==> src/rtl/conversor_bin_bcd16_pkg.sv <==
// Shared definitions for the binary-to-BCD converter: default sizes,
// FSM state encoding and the double-dabble correction constants.
package conversor_bin_bcd16_pkg;

  localparam int DEFAULT_WIDTH  = 16;
  localparam int DEFAULT_DIGITS = 5;

  // A digit of 5 or more would become 10 or more after the shift, so it
  // is pre-corrected by adding 3.
  localparam logic [3:0] BCD_THRESHOLD = 4'd5;
  localparam logic [3:0] BCD_OFFSET    = 4'd3;

  typedef enum logic [1:0] {
    IDLE  = 2'b00,
    SHIFT = 2'b01,
    FIM   = 2'b10
  } state_t;

endpackage

==> src/rtl/conversor_bin_bcd16_ajuste_bcd.sv <==
// Single-digit add-3 correction used before each double-dabble shift.
// Inputs below 5 pass through. Inputs of 5 or more get +3. A valid scratch
// digit never exceeds 9, so the sum stays within 4 bits.
module ajuste_bcd
  import conversor_bin_bcd16_pkg::*;
(
  input  logic [3:0] digit,
  output logic [3:0] corrected
);

  // Conditional +3 on one BCD digit
  always_comb begin
    corrected = digit;
    if (digit >= BCD_THRESHOLD) begin
      corrected = digit + BCD_OFFSET;
    end
  end

endmodule

==> src/rtl/conversor_bin_bcd16.sv <==
// Sequential binary-to-BCD converter (double dabble). A start pulse loads
// the binary value. WIDTH shift iterations follow, then the result is
// published on bcd together with a one-cycle done pulse.
module conversor_bin_bcd16
  import conversor_bin_bcd16_pkg::*;
#(
  parameter int WIDTH  = DEFAULT_WIDTH,
  parameter int DIGITS = DEFAULT_DIGITS
) (
  input  logic                  clk,
  input  logic                  rst,
  input  logic                  start,
  input  logic [WIDTH-1:0]      bin,
  output logic                  busy,
  output logic                  done,
  output logic [4*DIGITS-1:0]   bcd
);

  localparam int CW = $clog2(WIDTH + 1);

  state_t                state;
  state_t                next_state;
  logic [WIDTH-1:0]      shift_reg;
  logic [4*DIGITS-1:0]   scratch;
  logic [4*DIGITS-1:0]   adjusted;
  logic [CW-1:0]         count;

  // One correction unit per scratch digit. The units act on the current
  // scratch value, before the shift.
  for (genvar g = 0; g < DIGITS; g++) begin : g_adjust
    ajuste_bcd u_ajuste (
      .digit     (scratch[4*g +: 4]),
      .corrected (adjusted[4*g +: 4])
    );
  end

  // State register
  always_ff @(posedge clk or posedge rst) begin
    if (rst) begin
      state <= IDLE;
    end else begin
      state <= next_state;
    end
  end

  // Next-state logic. A start that arrives while the FSM is not in IDLE is
  // ignored.
  always_comb begin
    next_state = state;
    case (state)
      IDLE:    if (start) next_state = SHIFT;
      SHIFT:   if (count == CW'(1)) next_state = FIM;
      FIM:     next_state = IDLE;
      default: next_state = IDLE;
    endcase
  end

  // Datapath: load on start, then correct-and-shift once per cycle in SHIFT
  always_ff @(posedge clk or posedge rst) begin
    if (rst) begin
      shift_reg <= '0;
      scratch   <= '0;
      count     <= '0;
    end else begin
      case (state)
        IDLE: begin
          if (start) begin
            shift_reg <= bin;
            scratch   <= '0;
            count     <= CW'(WIDTH);
          end
        end
        SHIFT: begin
          scratch   <= {adjusted[4*DIGITS-2:0], shift_reg[WIDTH-1]};
          shift_reg <= {shift_reg[WIDTH-2:0], 1'b0};
          count     <= count - CW'(1);
        end
        default: ;
      endcase
    end
  end

  // Output registers. bcd changes only when leaving FIM. busy follows the
  // state being entered, so it falls on the same edge that raises done.
  always_ff @(posedge clk or posedge rst) begin
    if (rst) begin
      bcd  <= '0;
      done <= 1'b0;
      busy <= 1'b0;
    end else begin
      done <= 1'b0;
      busy <= (next_state != IDLE);
      if (state == FIM) begin
        bcd  <= scratch;
        done <= 1'b1;
      end
    end
  end

endmodule

==> config.mk <==
export PLATFORM = sky130hd
export DESIGN_NAME = conversor_bin_bcd16
export DESIGN_NICKNAME = d
export VERILOG_FILES = /design/src/rtl/conversor_bin_bcd16_pkg.sv /design/src/rtl/conversor_bin_bcd16_ajuste_bcd.sv /design/src/rtl/conversor_bin_bcd16.sv
export SDC_FILE = /design/constraint.sdc
export NUM_CORES = 1
export LEC_CHECK = 0
export ABC_CLOCK_PERIOD_IN_PS = 1500
export BUFFER_PORTS_ARGS = -buffer_cell sky130_fd_sc_hd__buf_2
export CORE_MARGIN = 8
export CORE_UTILIZATION = 40
export DETAILED_ROUTE_END_ITERATION = 8
export PLACE_DENSITY = 0.59
export SYNTH_ARGS = -nofsm -noshare
export SYNTH_HDL_FRONTEND = slang
export SYNTH_SLANG_ARGS = --single-unit
==> constraint.sdc <==
create_clock -name clk -period 1.5 [get_ports clk]
set_input_delay 0 -clock clk [delete_from_list [all_inputs] [get_ports clk]]
set_output_delay 0 -clock clk [all_outputs]
set_load 0.01 [all_outputs]
**After elaboration in Yosys (flattened, before gate mapping)**

Index checks and enable logic that the tools add are counted.

- Flip-flop bits (word level): 65
- Bits of input ports: 19
- Output and inout port bits: 22
- Logic and storage cells: 41

- Add/sub/neg operators: 6
- Order comparisons: 5
- Equality and inequality tests: 4
- Mux-type cells: 15
- Reductions and logical operators: 4

Operators with widths:

| cell | count |
|---|---|
| $pmux W20 S2 | 1 |
| $pmux W16 S2 | 1 |
| $ge A4 B3 Y1 const B | 5 |
| $mux W20 | 1 |
| $add A4 B2 Y4 const B | 4 |
| $mux W16 | 1 |
| $mux W4 | 4 |
| $pmux W5 S2 | 1 |
| $eq A5 B1 Y1 const B | 1 |
| $mux W5 | 1 |
| $sub A5 B1 Y5 const B | 1 |
| $mux W2 | 2 |
| $pmux W2 S2 | 1 |
| $reduce_bool A2 Y1 | 2 |
| $add A3 B2 Y3 const B | 1 |
| $mux W3 | 1 |
| $eq A2 B1 Y1 const B | 1 |
| $eq A2 B2 Y1 const B | 1 |
| $logic_not A2 Y1 | 1 |
| $ne A2 B2 Y1 const B | 1 |
| $reduce_and A2 Y1 | 1 |
| $mux W1 | 1 |

**Logic depth before layout (Yosys ltp)**

Gate-level depths: netlist of run 1.

- Depth after elaboration: 4
- Depth in mapped cells: 6
- Mapped depth without buffers: 6

**Hierarchy**

A second synthesis of run 1 with hierarchy kept.

- Cell total of the unflattened synthesis: 288
- Area, all modules: 3,179.3 µm²

By module, submodules not included:

| module | instances | cells each | area each (µm²) | sequential area each (µm²) |
|---|---|---|---|---|
| conversor_bin_bcd16 | 1 | 208 | 2,672.6 | 1,626.6 |
| ajuste_bcd | 5 | 16 | 101.3 | 0.0 |

**Worst setup path after synthesis of run 1**

No wires, ideal clock.

- Kind: register to register
- From: register scratch[8]
- To: register scratch[10]
- Library setup time: 0.121 ns
- Arrival time: 1.278 ns
- Data required time: 1.379 ns
- Slack: 0.101 ns
- Stages on the path, launching flop included: 7
- Buffers on the path: 0
- Period minus slack after synthesis: 1.399 ns
- Path through: dfrtp_1 -> inv_1 -> ha_1 -> nand2b_1 -> a21oi_1 -> mux2i_1 -> a22o_1

- Longest elaborated chain between the ends: 3
- Elaborated cells between the ends (all ways): 4
- Those cells by class: add/sub (1); order compare (1); mux (2)

RTL lines:

| element | RTL line | text |
|---|---|---|
| from (decl) | conversor_bin_bcd16.sv:24 | `logic [4*DIGITS-1:0] scratch;` |
| from (signal assigned) | conversor_bin_bcd16.sv:74 | `scratch <= {adjusted[4*DIGITS-2:0], shift_reg[WIDTH-1]};` |
| $add A4 B2 Y4 / $ge A4 B3 Y1 (equally long branches) | conversor_bin_bcd16_ajuste_bcd.sv:15, conversor_bin_bcd16_ajuste_bcd.sv:14 |  |
| $mux W4 (*) | conversor_bin_bcd16_ajuste_bcd.sv:14 | `if (digit >= BCD_THRESHOLD) begin` |
| $pmux W20 S2 (*) | conversor_bin_bcd16.sv:65 | `case (state)` |

Mark *: on every way between the ends. The rest lies on a longest branch, timed or not.
A chain may end at the register's enable or synchronous reset.

**Final worst setup path of run 1**

- From: register scratch[16]
- To: register scratch[18]

- Longest elaborated chain between the ends: 3
- Elaborated cells between the ends (all ways): 4
- Those cells by class: add/sub (1); order compare (1); mux (2)

RTL lines:

| element | RTL line |
|---|---|
| $ge A4 B3 Y1 / $add A3 B2 Y3 (equally long branches) | conversor_bin_bcd16_ajuste_bcd.sv:14, conversor_bin_bcd16_ajuste_bcd.sv:15 |
| $mux W3 (*) | conversor_bin_bcd16_ajuste_bcd.sv:14 |
| $pmux W20 S2 (*) | conversor_bin_bcd16.sv:65 |

Marked as above.

==> results of run 1 <==
## synthesized netlist by cell type (all sizes together) (6+ instances only)
cell / n / area (µm²)
nand2b: 7 / 43.79
o22ai: 9 / 56.30
nand2: 18 / 67.56
ha: 12 / 150.1
a22o: 6 / 52.55
buf: 10 / 60.06
a22oi: 15 / 112.6
inv: 15 / 56.30
mux2: 20 / 225.2
a21oi: 8 / 40.04
xnor2: 6 / 52.55
o21ai: 24 / 123.9
dfrtp: 65 / 1627
## repair_timing
| item | in CTS | in global routing |
|---|---|---|
| pin swaps | 0 | 4 |
| endpoints found under the hold margin | 38 | 0 |
| resized for setup | 1 | 15 |
| setup endpoints to repair | 1 | 8 |
| setup buffers | 0 | 5 |
| hold buffers | 18 | 0 |
## layer usage
metal,up-vias,share of wire,track usage
li1,1060,-,-
met1,1062,0.47,0.1523
met2,42,0.47,0.2074
met3,10,0.044,0.03883
met4,0,0.016,0.05079
met5,-,0,0
## per-stage QoR
step / power (mW) / util / setup WS, ps / setup TNS (ps) / instance area (µm²)
5_1_grt: 8.179 / 0.5283 / -15.98 / -31.94 / 3811
3_5_place_dp: 6.026 / 0.4655 / 7.062 / 0 / 3358
6_report: 7.564 / 0.5283 / 92.15 / 0 / 3811
4_1_cts: 7.450 / 0.5160 / 0.9608 / 0 / 3722
3_3_place_gp: 5.951 / 0.4655 / 45.00 / 0 / 3358
2_1_floorplan: 5.133 / - / 101.5 / 0 / 2962
## worst min-delay path by stage
stage / slack, ps / endpoint
after floorplan: 130 / shift_reg[0]
after global placement: 80 / shift_reg[11]
after detailed placement: 80 / shift_reg[11]
after CTS: 270 / shift_reg[7]
after global routing: 310 / shift_reg[10]
final: 260 / shift_reg[10]
## logic make-up after synthesis
group	synth area share
flip-flops	0.5499
AND/OR/NAND/NOR	0.07233
multiplexers	0.09306
adder cells (fa/ha/maj)	0.05076
XOR/XNOR	0.02073
AO/OA/AOI/OAI	0.1696
buffers and inverters	0.04357
## power breakdown
group	switching [mW]	internal [mW]	total, mW
Clock	0.644	0.717	1.36
Sequential	0.527	2.45	2.97
Combinational	1.58	1.65	3.23
Total	2.75	4.81	7.56
## layout make-up
type / instances / area (µm²) / share of cell area
tap: 99 / 123.9 / 0.03250
sequential: 65 / 1627 / 0.4268
clock inverter: 3 / 15.01 / 0.003940
inverter: 15 / 62.56 / 0.01641
clock buffer: 12 / 165.2 / 0.04334
timing repair buffer: 79 / 575.6 / 0.1510
multi-input combinational: 157 / 1242 / 0.3260
## critical path: stages, from the launching register on
cell      delay, ps
dfrtp_1         420
ha_1            200
nand2b_1        130
a21oi_1         240
mux2i_1         110
a22o_1          200
==> impl_summary.log, run 1 <==
INFO  metric netlist_instances = 250
INFO  metric routed_via_density = 5.056
INFO  metric wire_per_inst = 14.09 µm
INFO  metric core_region = 7214 µm²
INFO  metric finalHoldViolCount = 0
INFO  metric timing.fmax = 0.7103 GHz
INFO  metric timing.final.crit_share = 0.9386
INFO  metric critical_path_peak_fanout = 3
INFO  metric globalRouteTotalUtil = 0.1270
INFO  metric worst_r2r_startpoint = scratch[16]
INFO  metric end_kind = flop
INFO  metric post-place-cells = 392
INFO  metric final_period_minus_worst_setup_slack = 1408 ps
INFO  metric pin_count_of_the_biggest_net_entering_global_routing = 37
INFO  metric drt_iter0_markers = 73
INFO  metric stdcell_count = 430
INFO  metric synth-async-reset-ratio = 1.000
INFO  metric die_height = 102.0 µm
INFO  metric postRouteWirelength = 6058 µm
INFO  metric critPathCapture = scratch[18]
INFO  metric grt_setup_unrepaired = true
INFO  metric core.rowCount = 31
INFO  metric place.port_buffers = 40
INFO  metric ys_types = 35
INFO  metric grt_pass1_vias = 2306
INFO  metric total_iterations_of_the_first_detailed_routing_run = 4
INFO  metric most_common_library_cell_in_the_layout_ignoring_fill_and_taps = dfrtp_1
INFO  metric place_congestion = 0.7554
INFO  metric max_cap_violations = 0
INFO  metric antenna_cells = 0
INFO  metric critPathLaunchType = flop
INFO  metric yosysWarnings = 0
INFO  metric cts_made_buffers = 9
INFO  metric cts_max_level = 3
INFO  metric tritoncts_num_sinks = 65
INFO  metric worst_skew_pair.late_latency = 340 ps
INFO  metric tritoncts = done
INFO  metric synth_seq_cells = 65
INFO  metric synthesized_area = 2958 µm²
INFO  metric worst_slew_pin_tran = 526.5 ps
INFO  metric synth_sequential_area_ratio = 0.5499
INFO  metric die-area = 10400 µm²
INFO  metric routed_antenna_nets = 0
INFO  metric dp_hpwl = 4060 µm
INFO  metric globalRouteOverflowTotal = 0
INFO  metric root_buffer = clkbuf_8
INFO  metric p_per_area = 1985 nW/µm²
INFO  metric grt_pass1_wl = 10540 µm
INFO  metric p_leak = 1.825 nW
INFO  metric nFillCells = 658
INFO  metric dominantRegCellSynth = dfrtp_1
INFO  metric synth_fp_nets = 281
INFO  metric avgSynthCellArea = 11.83 µm²
INFO  metric finish.net_count = 358
INFO  metric number_of_enable_flip_flop_cells_after_synthesis = 0
INFO  metric crit_start = scratch[16]
INFO  metric timing.hold.worst.class = in -> async
INFO  metric reg2reg_to = scratch[18]
INFO  metric worstPathRequired = 1730 ps
INFO  metric mostFrequentLayoutCells = dfrtp_1, buf_2, o21ai_0
INFO  metric wp_data_arrival = 1640 ps
INFO  metric antenna_found_initial = 0
INFO  metric ir_drop = 0.7676 mV
INFO  metric r2r_cells = 5
INFO  metric fp.dieW = 102.0 µm
INFO  metric cts-root-to-sink-buffers = 2
INFO  metric floorplan.io_pins = 41
INFO  metric clkTransAtPathRegs = 70 ps
INFO  metric post_route_cells_drive_above_1_share = 0.3505
INFO  metric setup_violations = 0
INFO  metric status = complete, no violations
INFO  metric initial_core_util = 0.4100
INFO  metric drcViolationCount = 0
INFO  metric fin_worst_hold_slack = 255.8 ps
INFO  metric worst_setup_slack_for_register_to_register_paths = 90 ps
INFO  metric flow.area_growth_from_synthesis = 28.85%
INFO  metric timing.max_slew.rel_slack = 0.6483
INFO  metric report.final.slew_viol_count = 0
INFO  metric fin_skew = 6.218 ps
INFO  metric num_vias = 2174
INFO  metric type_of_the_worst_setup_path = reg -> reg
No activity file was read; power rests on OpenSTA's default activity.
==> inputs of run 2 (changes only) <==
- RECOVER_POWER: unset -> 25
==> impl_summary.log, run 2 (same netlist as run 1, synthesis figures left out) <==
INFO  metric status = complete, no violations (unchanged)
INFO  metric pin_count_of_the_biggest_net_entering_global_routing = 37 (unchanged)
INFO  metric core.rowCount = 31 (unchanged)
INFO  metric post_route_cells_drive_above_1_share = 0.3263 (was 0.3505)
INFO  metric p_per_area = 1989 nW/µm² (was 1985 nW/µm²)
INFO  metric p_total = 7.550 mW (was 7.564 mW)
INFO  metric wp_data_arrival = 1640 ps (about the same)
INFO  metric most_common_library_cell_in_the_layout_ignoring_fill_and_taps = dfrtp_1 (unchanged)
INFO  metric grt_setup_unrepaired = true (unchanged)
INFO  metric fin_skew = 6.185 ps (was 6.218 ps)
INFO  metric drt_iter0_markers = 73 (unchanged)
INFO  metric multi_input_area = 1242 µm² (unchanged)
INFO  metric timing.hold.worst.class = in -> async (unchanged)
INFO  metric antenna_cells = 0 (unchanged)
INFO  metric die-area = 10400 µm² (unchanged)
INFO  metric cts_made_buffers = 9 (unchanged)
INFO  metric critPathLaunchType = flop (unchanged)
INFO  metric mostFrequentLayoutCells = dfrtp_1, buf_2, o21ai_0 (unchanged)
INFO  metric die_height = 102.0 µm (unchanged)
INFO  metric timing.critical_path.slowest_stage_cell = dfrtp_1 (unchanged)
INFO  metric final_period_minus_worst_setup_slack = 1408 ps (about the same)
INFO  metric drcViolationCount = 0 (unchanged)
INFO  metric slowest_stage_delay_cp = 420 ps (about the same)
INFO  metric grt_pass1_wl = 10540 µm (unchanged)
INFO  metric routed_via_density = 5.049 (was 5.056)
INFO  metric fp.dieW = 102.0 µm (unchanged)
INFO  metric routed_antenna_nets = 0 (unchanged)
INFO  metric worstPathRequired = 1730 ps (about the same)
INFO  metric tritoncts = done (unchanged)
INFO  metric cts_max_level = 3 (unchanged)
INFO  metric total_iterations_of_the_first_detailed_routing_run = 4 (unchanged)
INFO  metric globalRouteTotalUtil = 0.1270 (unchanged)
INFO  metric tritoncts_num_sinks = 65 (unchanged)
INFO  metric timing.fmax = 0.7103 GHz (about the same)
INFO  metric wire_per_inst = 14.12 µm (was 14.09 µm)
INFO  metric max_cap_violations = 0 (unchanged)
INFO  metric fin_area = 3796 µm² (was 3811 µm²)
INFO  metric clkTransAtPathRegs = 70 ps (about the same)
INFO  metric floorplan.io_pins = 41 (unchanged)
INFO  metric cts-root-to-sink-buffers = 2 (unchanged)
INFO  metric nFillCells = 664 (was 658)
INFO  metric finalHoldViolCount = 0 (unchanged)
INFO  metric report.final.slew_viol_count = 0 (unchanged)
INFO  metric detailedPlace.worstSlack = 7.062 ps (unchanged)
INFO  metric antenna_found_initial = 0 (unchanged)
INFO  metric worst_slew_pin_tran = 1062 ps (was 526.5 ps)
INFO  metric flow.area_growth_from_synthesis = 28.34% (was 28.85%)
INFO  metric place.port_buffers = 40 (unchanged)
INFO  metric core_region = 7214 µm² (unchanged)
INFO  metric globalRouteOverflowTotal = 0 (unchanged)
INFO  metric placement.cell_area = 3358 µm² (unchanged)
INFO  metric crit_chain = ha_1 > nand2b_1 > a21oi_1 > mux2i_1 > a22o_1 (unchanged)
INFO  metric postRouteWirelength = 6070 µm (was 6058 µm)
INFO  metric grt_pass1_vias = 2306 (unchanged)
INFO  metric setup-tns-final = 0 ps (unchanged)
INFO  metric postLayoutSetupSlackWorst = 92.15 ps (about the same)
INFO  metric timing.final.crit_share = 0.9386 (about the same)
INFO  metric p_leak = 1.792 nW (was 1.825 nW)
INFO  metric utilization = 0.5262 (was 0.5283)
INFO  metric place_congestion = 0.7554 (unchanged)
INFO  metric initial_core_util = 0.4100 (unchanged)
INFO  metric finish.net_count = 358 (unchanged)
INFO  metric num_vias = 2171 (was 2174)
INFO  metric layout.area.seq = 1627 µm² (unchanged)
INFO  metric setup_violations = 0 (unchanged)
INFO  metric timing.max_slew.rel_slack = 0.2878 (was 0.6483)
INFO  metric critical_path_peak_fanout = 3 (unchanged)
INFO  metric worst_skew_pair.late_latency = 340 ps (about the same)
INFO  metric type_of_the_worst_setup_path = reg -> reg (unchanged)
INFO  metric end_kind = flop (unchanged)
INFO  metric dp_hpwl = 4060 µm (unchanged)
INFO  metric ir_drop = 0.7676 mV (about the same)
INFO  metric root_buffer = clkbuf_8 (unchanged)
run 2: cell types whose count changed in the layout (fill, tap and decap cells not counted):
cell / before / now
clkinvlp_4: 1 / 0
clkbuf_1: 0 / 8
buf_2: 40 / 32
clkbuf_2: 0 / 1
buf_4: 18 / 17
clkinvlp_2: 0 / 1
run 2: repair_timing:
| item | in CTS | in global routing |
|---|---|---|
| setup endpoints to repair | 1 | 8 |
| resized for setup | 1 | 15 |
| hold buffers | 18 | 0 |
| pin swaps | 0 | 4 |
| hold endpoints to repair | 38 | 0 |
| buffers inserted | 0 | 5 |
run 2: per-layer routing:
layer | up-vias | part of all wire | global-route usage | wire length [µm]
li1 | 1060 | - | - | -
met1 | 1059 | 0.47 | 0.1523 | 2873
met2 | 42 | 0.47 | 0.2074 | 2830
met3 | 10 | 0.045 | 0.03883 | 272
met4 | 0 | 0.015 | 0.05079 | 94
met5 | - | 0 | 0 | 0
run 2: report_power, final:
part           total, mW  internal, mW  leakage, nW  switching, mW
logic               3.21          1.63        0.850           1.58
clock network       1.36         0.717       0.0980          0.644
registers           2.98          2.45        0.844          0.529
total               7.55          4.79         1.79           2.76
run 2: layout make-up:
type / count / area share
clock buffer: 12 / 0.04351
tap: 99 / 0.03263
clock inverter: 3 / 0.003955
sequential: 65 / 0.4285
timing repair buffer: 79 / 0.1483
inverter: 15 / 0.01582
multi-input combinational: 157 / 0.3273
run 2: per-stage QoR:
stage / hold WS (ps) / cells
after global placement: 83.36 / 392
final: 408.1 / 430
after CTS: 267.7 / 425
after detailed placement: 76.19 / 392
after floorplan: 132.5 / 250
after global routing: 415.8 / 430
run 2: critical path: cells and delay by family (launching register included):
kind | cells | cell delay [ps]
and+or+nand+nor | 1 | 130
adders and majority gates | 1 | 200
DFF | 1 | 420
AOI/OAI and AO/OA | 2 | 440
muxes | 1 | 110
run 2: final timing paths:
path | end | slack [ps] | cells after the start | from
worst max-delay path | scratch[18] | 90 | 5 | scratch[16]
worst min-delay path | shift_reg[10] | 410 | 3 | rst
worst max register to register | scratch[18] | 90 | 5 | scratch[16]
worst min register to register | shift_reg[15] | 480 | 2 | shift_reg[15]
max in group asynchronous | count[1] | 370 | 4 | rst
min in group clk | shift_reg[0] | 420 | 3 | bin[0]
==> inputs of run 3 (changes only) <==
- ABC_CLOCK_PERIOD_IN_PS: 1500 -> 1200
- SYNTH_HIERARCHICAL: unset -> 1
- clock period: 1.5 -> 1.2 ns (I/O delays scaled with it)
==> impl_summary.log, run 3 <==
INFO  metric status = finished, violations left (was complete, no violations)
INFO  metric failed_checks = negative setup slack
INFO  metric max_cap_violations = 0 (unchanged)
INFO  metric cts_max_level = 3 (unchanged)
INFO  metric multi_input_area = 1828 µm² (was 1242 µm²)
INFO  metric critPathLaunchType = flop (unchanged)
INFO  metric postRouteWirelength = 7816 µm (was 6070 µm)
INFO  metric most_common_library_cell_in_the_layout_ignoring_fill_and_taps = dfrtp_1 (unchanged)
INFO  metric globalRouteTotalUtil = 0.1435 (was 0.1270)
INFO  metric r2r_cells = 5 (unchanged)
INFO  metric worst_hold_stages = 4
INFO  metric place_congestion = 0.7259 (was 0.7554)
INFO  metric timing.final.crit_share = 1.126 (was 0.9386)
INFO  metric setup-tns-final = -3382 ps (was 0 ps)
INFO  metric die_height = 104.9 µm (was 102.0 µm)
INFO  metric antenna_cells = 0 (unchanged)
INFO  metric routed_antenna_nets = 0 (unchanged)
INFO  metric tritoncts_num_sinks = 65 (unchanged)
INFO  metric cts-root-to-sink-buffers = 2 (unchanged)
INFO  metric worst_setup_slack_for_register_to_register_paths = -150 ps (was 90 ps)
INFO  metric cts_made_buffers = 9 (unchanged)
INFO  metric finish.net_count = 436 (was 358)
INFO  metric total_iterations_of_the_first_detailed_routing_run = 4 (unchanged)
INFO  metric netlist_instances = 284 (was 250)
INFO  metric fin_skew = 9.474 ps (was 6.185 ps)
INFO  metric critical_path_peak_fanout = 4 (was 3)
INFO  metric setup_violations = 56 (was 0)
INFO  metric globalRouteOverflowTotal = 0 (unchanged)
INFO  metric core.rowCount = 32 (was 31)
INFO  metric type_of_the_worst_setup_path = reg -> reg (unchanged)
INFO  metric min_to = shift_reg[14]
INFO  metric synth_fp_nets = 315 (was 281)
INFO  metric fp.dieW = 104.9 µm (was 102.0 µm)
INFO  metric num_vias = 2603 (was 2171)
INFO  metric place.port_buffers = 40 (unchanged)
INFO  metric min-delay-start = bin[14]
INFO  metric worstPathRequired = 1480 ps (was 1730 ps)
INFO  metric p_leak = 2.334 nW (was 1.792 nW)
INFO  metric worst_r2r_startpoint = scratch[12] (was scratch[16])
INFO  metric tritoncts = done (unchanged)
INFO  metric reg2reg_to = scratch[14] (was scratch[18])
INFO  metric timing.hold.worst.class = in -> reg (was in -> async)
INFO  metric core_region = 7687 µm² (was 7214 µm²)
INFO  metric report.final.slew_viol_count = 0 (unchanged)
INFO  metric finalHoldViolCount = 0 (unchanged)
INFO  metric ir_drop = 0.8972 mV (was 0.7676 mV)
INFO  metric pin_count_of_the_biggest_net_entering_global_routing = 22 (was 37)
INFO  metric worst_skew_pair.late_latency = 340 ps (about the same)
INFO  metric drcViolationCount = 0 (unchanged)
INFO  metric post_route_cells_drive_above_1_share = 0.5049 (was 0.3263)
INFO  metric end_kind = flop (unchanged)
INFO  metric avgSynthCellArea = 11.12 µm² (was 11.83 µm²)
INFO  metric postLayoutSetupSlackWorst = -151.0 ps (was 92.15 ps)
INFO  metric grt_pass1_wl = 12970 µm (was 10540 µm)
INFO  metric p_total = 11.96 mW (was 7.550 mW)
INFO  metric nFillCells = 625 (was 664)
INFO  metric clkTransAtPathRegs = 70 ps (about the same)
INFO  metric grt_pass1_vias = 2711 (was 2306)
INFO  metric worst_slew_pin_tran = 733.5 ps (was 1062 ps)
INFO  metric yosysWarnings = 6 (was 0)
INFO  metric initial_core_util = 0.4110 (was 0.4100)
INFO  metric layout.area.seq = 1633 µm² (was 1627 µm²)
INFO  metric drt_iter0_markers = 105 (was 73)
INFO  metric wp_data_arrival = 1630 ps (was 1640 ps)
INFO  metric timing.fmax = 0.7402 GHz (was 0.7103 GHz)
INFO  metric antenna_found_initial = 0 (unchanged)
INFO  metric slowest_stage_delay_cp = 450 ps (was 420 ps)
INFO  metric floorplan.io_pins = 41 (unchanged)
INFO  metric timing.max_slew.rel_slack = 0.5083 (was 0.2878)
INFO  metric p_per_area = 2441 nW/µm² (was 1989 nW/µm²)
INFO  metric synthesized_area = 3159 µm² (was 2958 µm²)
INFO  metric root_buffer = clkbuf_8 (unchanged)
INFO  metric final_period_minus_worst_setup_slack = 1351 ps (was 1408 ps)
INFO  metric wire_per_inst = 15.27 µm (was 14.12 µm)
INFO  metric mostFrequentLayoutCells = dfrtp_1, buf_2, buf_4 (was dfrtp_1, buf_2, o21ai_0)
INFO  metric fin_worst_hold_slack = 123.4 ps (was 408.1 ps)
INFO  metric dp_hpwl = 4589 µm (was 4060 µm)
INFO  metric crit_chain = ha_4 > nand2b_4 > a21oi_4 > mux2i_1 > a22o_1 (was ha_1 > nand2b_1 > a21oi_1 > mux2i_1 > a22o_1)
INFO  metric timing.critical_path.slowest_stage_cell = dfrtp_2 (was dfrtp_1)
INFO  metric flow.area_growth_from_synthesis = 55.13% (was 28.34%)
INFO  metric routed_via_density = 5.084 (was 5.049)
INFO  metric grt_setup_unrepaired = true (unchanged)
INFO  metric die-area = 11000 µm² (was 10400 µm²)
==> run 3: final cells by class <==
class	count	share of cell area
Multi-Input combinational cell	192	0.3730
Timing Repair Buffer	123	0.2119
Inverter	14	0.01098
Sequential cell	65	0.3332
Clock inverter	5	0.01608
Tap cell	102	0.02604
Clock buffer	11	0.02885
==> run 3: worst max path at each step <==
stage               slack [ps]     endpoint  cells past startpoint        start
floorplan                  -50  scratch[10]                      6   scratch[8]
global placement          -150     state[0]                      5     state[0]
detailed placement        -170     state[1]                      5     state[0]
CTS                       -140   scratch[6]                      5   scratch[4]
global route              -200  scratch[14]                      6  scratch[13]
finish                    -150  scratch[14]                      5  scratch[12]
==> run 3: stage by stage <==
stage / setup slack, ps / cells / cell area (µm²) / utilization
3_5_place_dp: -169.9 / 454 / 3894 / 0.5065
6_report: -151.0 / 512 / 4901 / 0.6375
2_1_floorplan: -54.64 / 284 / 3266 / -
5_1_grt: -195.1 / 512 / 4901 / 0.6375
3_3_place_gp: -145.0 / 454 / 3894 / 0.5065
4_1_cts: -142.6 / 506 / 4669 / 0.6074
==> run 3: metal layers <==
layer	wire length [µm]	vias up	track usage
met2	3903	45	0.2371
met1	3518	1304	0.1720
met4	94	0	0.05097
li1	-	1244	-
met5	0	-	0
met3	299	10	0.04545
==> run 3: power breakdown <==
group / total, mW / internal, mW / switching [mW]
registers: 3.86 / 3.01 / 0.853
clock network: 2.10 / 1.22 / 0.878
logic: 6.00 / 3.42 / 2.58
total: 12.0 / 7.66 / 4.31
==> run 3: worst max-delay path: cells and delay by family, from the launching register on <==
kind,cells,cell delay (ps)
DFF,1,450
and+or+nand+nor,1,150
muxes,1,210
AOI/OAI and AO/OA,2,310
adders and majority gates,1,170
==> run 3: timing repair <==
| action | CTS | global route |
|---|---|---|
| pin swaps | 26 | 35 |
| endpoints found under the hold margin | 80 | 0 |
| endpoints found under the setup margin | 64 | 62 |
| gates resized for setup | 60 | 47 |
| cloned | 1 | 1 |
| hold buffers | 16 | 0 |
| setup buffers | 19 | 6 |
